File: src/rtl/deinterleaver.sv
// deinterleaver: serial-in block deinterleaver for (n,k) Hamming codewords.
// Define DEINTERLEAVER_PINGPONG_EN for two-bank (fill while presenting) mode.
`timescale 1ns/1ps
module deinterleaver #(
  parameter int n          = 7,
  parameter int symbol_num = 5,
  localparam int L  = n * symbol_num,
  localparam int CW = $clog2(L + 1)
) (
  input  logic          clk,
  input  logic          rst,
  input  logic          en,
  input  logic          clr,
  input  logic          in_valid,
  input  logic          in_bit,
  output logic          in_ready,
  output logic          out_valid,
  input  logic          out_ready,
  output logic [L-1:0]  data_o,
  output logic [CW-1:0] fill_cnt
);

  typedef enum logic {FILL, FULL} state_t;

  state_t          state_q, state_d;
  logic [CW-1:0]   cnt_q, cnt_d;
  logic [L-1:0]    buf_q, buf_d;
  logic [L-1:0]    out_q, out_d;
  logic            ov_q, ov_d;
  logic            live_q;
  logic            acc, hs, wr, done;

  function automatic logic [L-1:0] perm(input logic [L-1:0] b);
    logic [L-1:0] r;
    r = '0;
    for (int a = 0; a < symbol_num; a++)
      for (int j = 0; j < n; j++)
        r[a*n+j] = b[j*symbol_num+a];
    return r;
  endfunction

  // input side: a held FULL block blocks filling until it can be presented
`ifdef DEINTERLEAVER_PINGPONG_EN
  assign in_ready = live_q && en && !(ov_q && state_q == FULL);
`else
  assign in_ready = live_q && en && !ov_q;
`endif

  assign out_valid = ov_q;
  assign data_o    = out_q;
  assign fill_cnt  = cnt_q;

  // fill, completion and output-handoff next state
  always_comb begin
    acc     = in_valid && in_ready;
    hs      = ov_q && out_ready;
    wr      = acc && !clr;
    done    = wr && (cnt_q == CW'(L - 1));
    buf_d   = buf_q;
    cnt_d   = cnt_q;
    state_d = state_q;
    out_d   = out_q;
    ov_d    = ov_q;

    if (wr)
      for (int i = 0; i < L; i++)
        if (cnt_q == CW'(i)) buf_d[i] = in_bit;

    if (clr)       cnt_d = '0;
    else if (done) cnt_d = '0;
    else if (wr)   cnt_d = cnt_q + CW'(1);

    if (hs) begin
      if (state_q == FULL) begin
        out_d   = perm(buf_q);
        state_d = FILL;
      end else if (done) begin
        out_d = perm(buf_d);
      end else begin
        ov_d = 1'b0;
      end
    end else if (done) begin
      if (ov_q) begin
        state_d = FULL;
      end else begin
        out_d = perm(buf_d);
        ov_d  = 1'b1;
      end
    end
  end

  // state registers; live_q keeps in_ready low until the first edge out of reset
  always_ff @(posedge clk or posedge rst) begin
    if (rst) begin
      state_q <= FILL;
      cnt_q   <= '0;
      buf_q   <= '0;
      out_q   <= '0;
      ov_q    <= 1'b0;
      live_q  <= 1'b0;
    end else begin
      state_q <= state_d;
      cnt_q   <= cnt_d;
      buf_q   <= buf_d;
      out_q   <= out_d;
      ov_q    <= ov_d;
      live_q  <= 1'b1;
    end
  end

endmodule

File: config.mk
export PLATFORM = sky130hd
export DESIGN_NAME = deinterleaver
export DESIGN_NICKNAME = d
export VERILOG_FILES = /design/src/rtl/deinterleaver.sv
export SDC_FILE = /design/constraint.sdc
export NUM_CORES = 1
export LEC_CHECK = 0
export ABC_AREA = 0
export BUFFER_PORTS_ARGS = -buffer_cell sky130_fd_sc_hd__buf_2
export CAP_MARGIN = 10
export CORE_UTILIZATION = 50
export DETAILED_ROUTE_END_ITERATION = 8
export HOLD_SLACK_MARGIN = 0.12
export PLACE_DENSITY = 0.71
export SLEW_MARGIN = 20
export SYNTH_ARGS = -nofsm -noshare
export SYNTH_HDL_FRONTEND = slang
export SYNTH_SLANG_ARGS = --single-unit
export TNS_END_PERCENT = 50
File: constraint.sdc
create_clock -name clk -period 3.9 [get_ports clk]
set_input_delay 0.975 -clock clk [delete_from_list [all_inputs] [get_ports clk]]
set_output_delay 0.975 -clock clk [all_outputs]
set_load 0.02 [all_outputs]
**After elaboration in Yosys (flattened, before gate mapping)**

Index checks and enable logic that the tools add are counted.

- Word-level logic and storage cells: 111
- Bits of input ports: 7
- Output and inout bits: 43
- Flip-flop bits (word level): 79

- Add/sub/neg operators: 1
- Mux-type cells: 51
- Equality and inequality tests: 37
- Reductions and logical operators: 16

Operators with widths:

| operator | count |
|---|---|
| $mux 35 | 6 |
| $eq 6x5->1 const B | 16 |
| $eq 6x4->1 const B | 8 |
| $mux 1 | 42 |
| $eq 6x3->1 const B | 4 |
| $eq 6x6->1 const B | 3 |
| $mux 6 | 3 |
| $eq 6x2->1 const B | 2 |
| $add 6x1->6 const B | 1 |
| $eq 6x1->1 const B | 1 |
| $logic_and 1x1->1 | 6 |
| $logic_not 6->1 | 1 |
| $reduce_and 3->1 | 2 |
| $reduce_bool 2->1 | 3 |
| $ne 2x2->1 const B | 2 |
| $reduce_bool 3->1 | 1 |
| $logic_not 1->1 | 2 |
| $ne 2x1->1 const B | 1 |
| $reduce_and 2->1 | 1 |

**Depth between registers and ports, before layout**

- Depth in word-level cells: 8
- Gate-level depth with buffers: 8
- Gate-level depth less buffers: 6

**Worst setup path before layout**

OpenSTA, ideal clock, no wires.

- Path kind: input port to flip-flop
- Start point: input in_valid
- End point: register buf_q[31]
- Required time: 3.772 ns
- Stages: 4
- Buffers on the path: 0
- Setup time: 0.128 ns
- Data arrival time: 2.099 ns
- Setup slack: 1.674 ns
- Path through: nand4b_4 -> or4_4 -> nor2_1 -> mux2_1

- Word-level cells in the longest chain between the ends: 3

Ends and longest elaborated chain:

| element | line | text |
|---|---|---|
| from (decl) | 14 | `input logic in_valid,` |
| $logic_and 1x1->1 | 55 | `acc = in_valid && in_ready;` |
| $logic_and 1x1->1 | 57 | `wr = acc && !clr;` |
| $mux 35 | 65 | `if (wr)` |
| via buf_d[31] | 27 | `logic [L-1:0] buf_q, buf_d;` |
| to (signal assigned) | 104 | `buf_q <= buf_d;` |
| to (decl) | 27 |  |

The timed path passes the listed nets, and every way through them passes these cells.
A chain may end at the register's enable or synchronous reset.

**Final worst setup path**

- Start point: register cnt_q[0], in the netlist fill_cnt[0]
- End point: register out_q[22], in the netlist data_o[22]

- Word-level cells in the longest chain between the ends: 6

Ends and longest elaborated chain:

| element | line | text |
|---|---|---|
| from (decl) | 26 | `logic [CW-1:0] cnt_q, cnt_d;` |
| from (signal assigned) | 103 | `cnt_q <= cnt_d;` |
| $eq 6x4->1 | 67 | `if (cnt_q == CW'(i)) buf_d[i] = in_bit;` |
| $mux 1 | 67 |  |
| $mux 35 | 65 |  |
| $mux 35 (on tied branches) | 83, 77 |  |
| $mux 35 (on tied branches) | 82, 74 |  |
| $mux 35 | 73 | `if (hs) begin` |
| to (signal assigned) | 105 | `out_q <= out_d;` |
| to (decl) | 28 | `logic [L-1:0] out_q, out_d;` |

Parallel ways exist; a longest one is shown, timed or not. The select of a mux whose other input is x is not followed.

==> metrics.md <==
| Metric | Value |
|---|---|
| Status | complete, no violations |
| Post-synth ARST share | 100.0% |
| Setup bufs post-CTS | 0 |
| Mapped Avg Cell Area | 12.88 um2 |
| Crit Path Category | reg2reg |
| Io pins | 50 |
| DR pass1 iterations | 4 |
| Min Tclk post-route | 2944 ps |
| Top FF cell, synth | dfrtp_1 |
| Worst-Margin Slew | 716.1 ps |
| GP Congestion | 0.7620 |
| Clock transition at path regs | 80 ps |
| Die area | 7504 um2 |
| # diodes | 0 |
| Htree depth | 3 |
| Area growth syn-to-layout | 13.42% |
| Worst Hold Path Cells | 2 |
| Initial Util | 52.13% |
| First-pass GRT wire length | 11270 um |
| Final Setup Violations | 0 |
| Worst R2R Path Depth | 7 |
| Share of cells above drive strength 1 | 41.90% |
| Die Width | 86.63 um |
| Initial antenna violation count | 0 |
| Syn nets | 289 |
| Final Max Tran Viols | 0 |
| Chip height | 86.63 um |
| Mapped Area | 3581 um2 |
| Setup ws final | 956.1 ps |
| CP Capture Type | flop |
| Pre-CTS WS | 799.4 ps |
| Num Clock Sinks | 79 |
| PD cells | 360.4 nW/um2 |
| DRC Markers | 0 |
| Synth Warn # | 0 |
| TritonCTS buffer count | 9 |
| Sequential share of the synthesized area | 55.21% |
| Setup Total Neg Slack | 0 ps |
| Final hold violations | 0 |
| Critical Path RT | 4140 ps |
| Post-synth EDFFs | 0 |
| Placed insts | 408 |
| Port bufs | 49 |
| Wire per inst | 15.39 um |
| Via density | 5.329 |
| Final ANT Viol Nets | 0 |
| Via Count | 2254 |
| Cell Rows | 30 |
| PostCTS Resize Cnt | 0 |
| Cts hold-fix bufs | 0 |
| Post-synthesis cell count | 278 |
| Core outline area | 6869 um2 |
| DRT iter0 DRCs | 125 |
| Worst skew pair latency | 350 ps |
| Crit-path max FO | 13 |
| Max Root-Sink Buffers | 2 |
| WL final | 6512 um |
| Startpoint Class | flop |
| Overall Power | 1.464 mW |
| Highest Clock Rate | 0.3397 GHz |
| Min-delay worst type | reg2reg |
| DP HPWL | 4534 um |
| Max Cap Viol | 0 |
| Fin crit share | 75.48% |
| RSZ-0062 raised after global routing | false |
| Root buffer cell | clkbuf_8 |
| Number of fill cells | 578 |
| Worst Path Arrival | 3180 ps |
| FF+latch count, synth | 79 |
| CTS tree | built |
| Final nets | 334 |
| Largest net degree at the start of global routing | 47 |
| Clock Skew | 7.317 ps |
| Post-Layout Cell Count | 423 |
| Unique cell type count in the Yosys netlist | 40 |
| GRT overflow | 0 |
| Leak | 2.073 nW |
| Vias in the first global route | 2217 |
| Worst slew margin | 52.19% |
| Multi-input logic area | 1460 um2 |
| Reg area | 1977 um2 |
| Peak VDD IR | 0.0002031 V |
| GRT Total Usage | 20.22% |
## through the flow
stage / hold slack, ps / area [um2] / util, %
finish: 483.9 / 4061 / 59.13
global route: 516.6 / 4061 / 59.13
CTS: 487.9 / 4061 / 59.13
detailed placement: 471.3 / 3875 / 56.41
global placement: 463.0 / 3875 / 56.41
floorplan: 444.4 / 3581 / -
## Yosys cell counts (all sizes together) (5+ instances only)
library cell,count,area [um2]
a21oi,5,25.02
buf,11,78.82
clkbuf,7,27.52
dfrtp,79,1977
inv,10,37.54
mux2,62,698.2
nand2,28,105.1
nand3,11,55.05
nor2,8,30.03
nor4,5,50.05
o21ai,7,35.03
## cell usage in the layout (no fill, tap or decap), types with 5 or more instances in the layout
cell      instances
a21oi_1           5
buf_2            49
clkbuf_8          9
dfrtp_1          79
inv_1             9
mux2_1            8
mux2_2           54
nand2_1          28
nand3_1          11
nor2_1            8
o21ai_0           7
## path summary, 6_finish.rpt
kind                            slack, ps    endpoint        start
worst max-delay path                  960  data_o[22]  fill_cnt[0]
worst min-delay path                  480  data_o[34]    buf_q[34]
worst max register to register        960  data_o[22]  fill_cnt[0]
worst min register to register        480  data_o[34]    buf_q[34]
max in group asynchronous            2470   buf_q[32]          rst
min in group asynchronous             740   data_o[6]          rst
## final cells by class
cell class	count	share of cell area, %
clock buffer	9	3.050
clock inverter	6	1.540
inverter	10	0.9242
multi-input combinational	171	35.95
sequential	79	48.68
tap	96	2.957
timing repair buffer	52	6.901
## registers in the layout, summed over array words and instances, names as in the netlist
signal,count
out_valid,1
buf_q,35
state_q,1
fill_cnt,6
data_o,35
live_q,1
## critical path, stage by stage (launching register included)
cell and delay (ps):
dfrtp_1 430, inv_1 140, ha_1 390, nor3b_4 330
nand3_1 350, nand2_1 520, buf_4 310, mux2_2 350
## power breakdown
group / switching (mW) / total [mW] / internal (mW) / leakage, nW
clock network: 0.289 / 0.578 / 0.289 / 0.0871
logic: 0.0414 / 0.0566 / 0.0152 / 0.908
registers: 0.00420 / 0.829 / 0.825 / 1.08
total: 0.335 / 1.46 / 1.13 / 2.07
## layer usage
layer  GRT usage [%]  vias up  wire length (um)
met2           29.87       39              2972
met3           5.143       11               202
li1                -     1078                 -
met4           9.545        0               143
met5               0        -                 0
met1           28.05     1126              3193
## kinds of logic after synthesis
family	synth area share, %
mux	20.06
buf+inv	4.018
flops	55.21
other cells	0.1047
simple gates	13.87
fa+ha+maj	1.398
compound gates	5.346
Power figures use the tool's default switching activity.
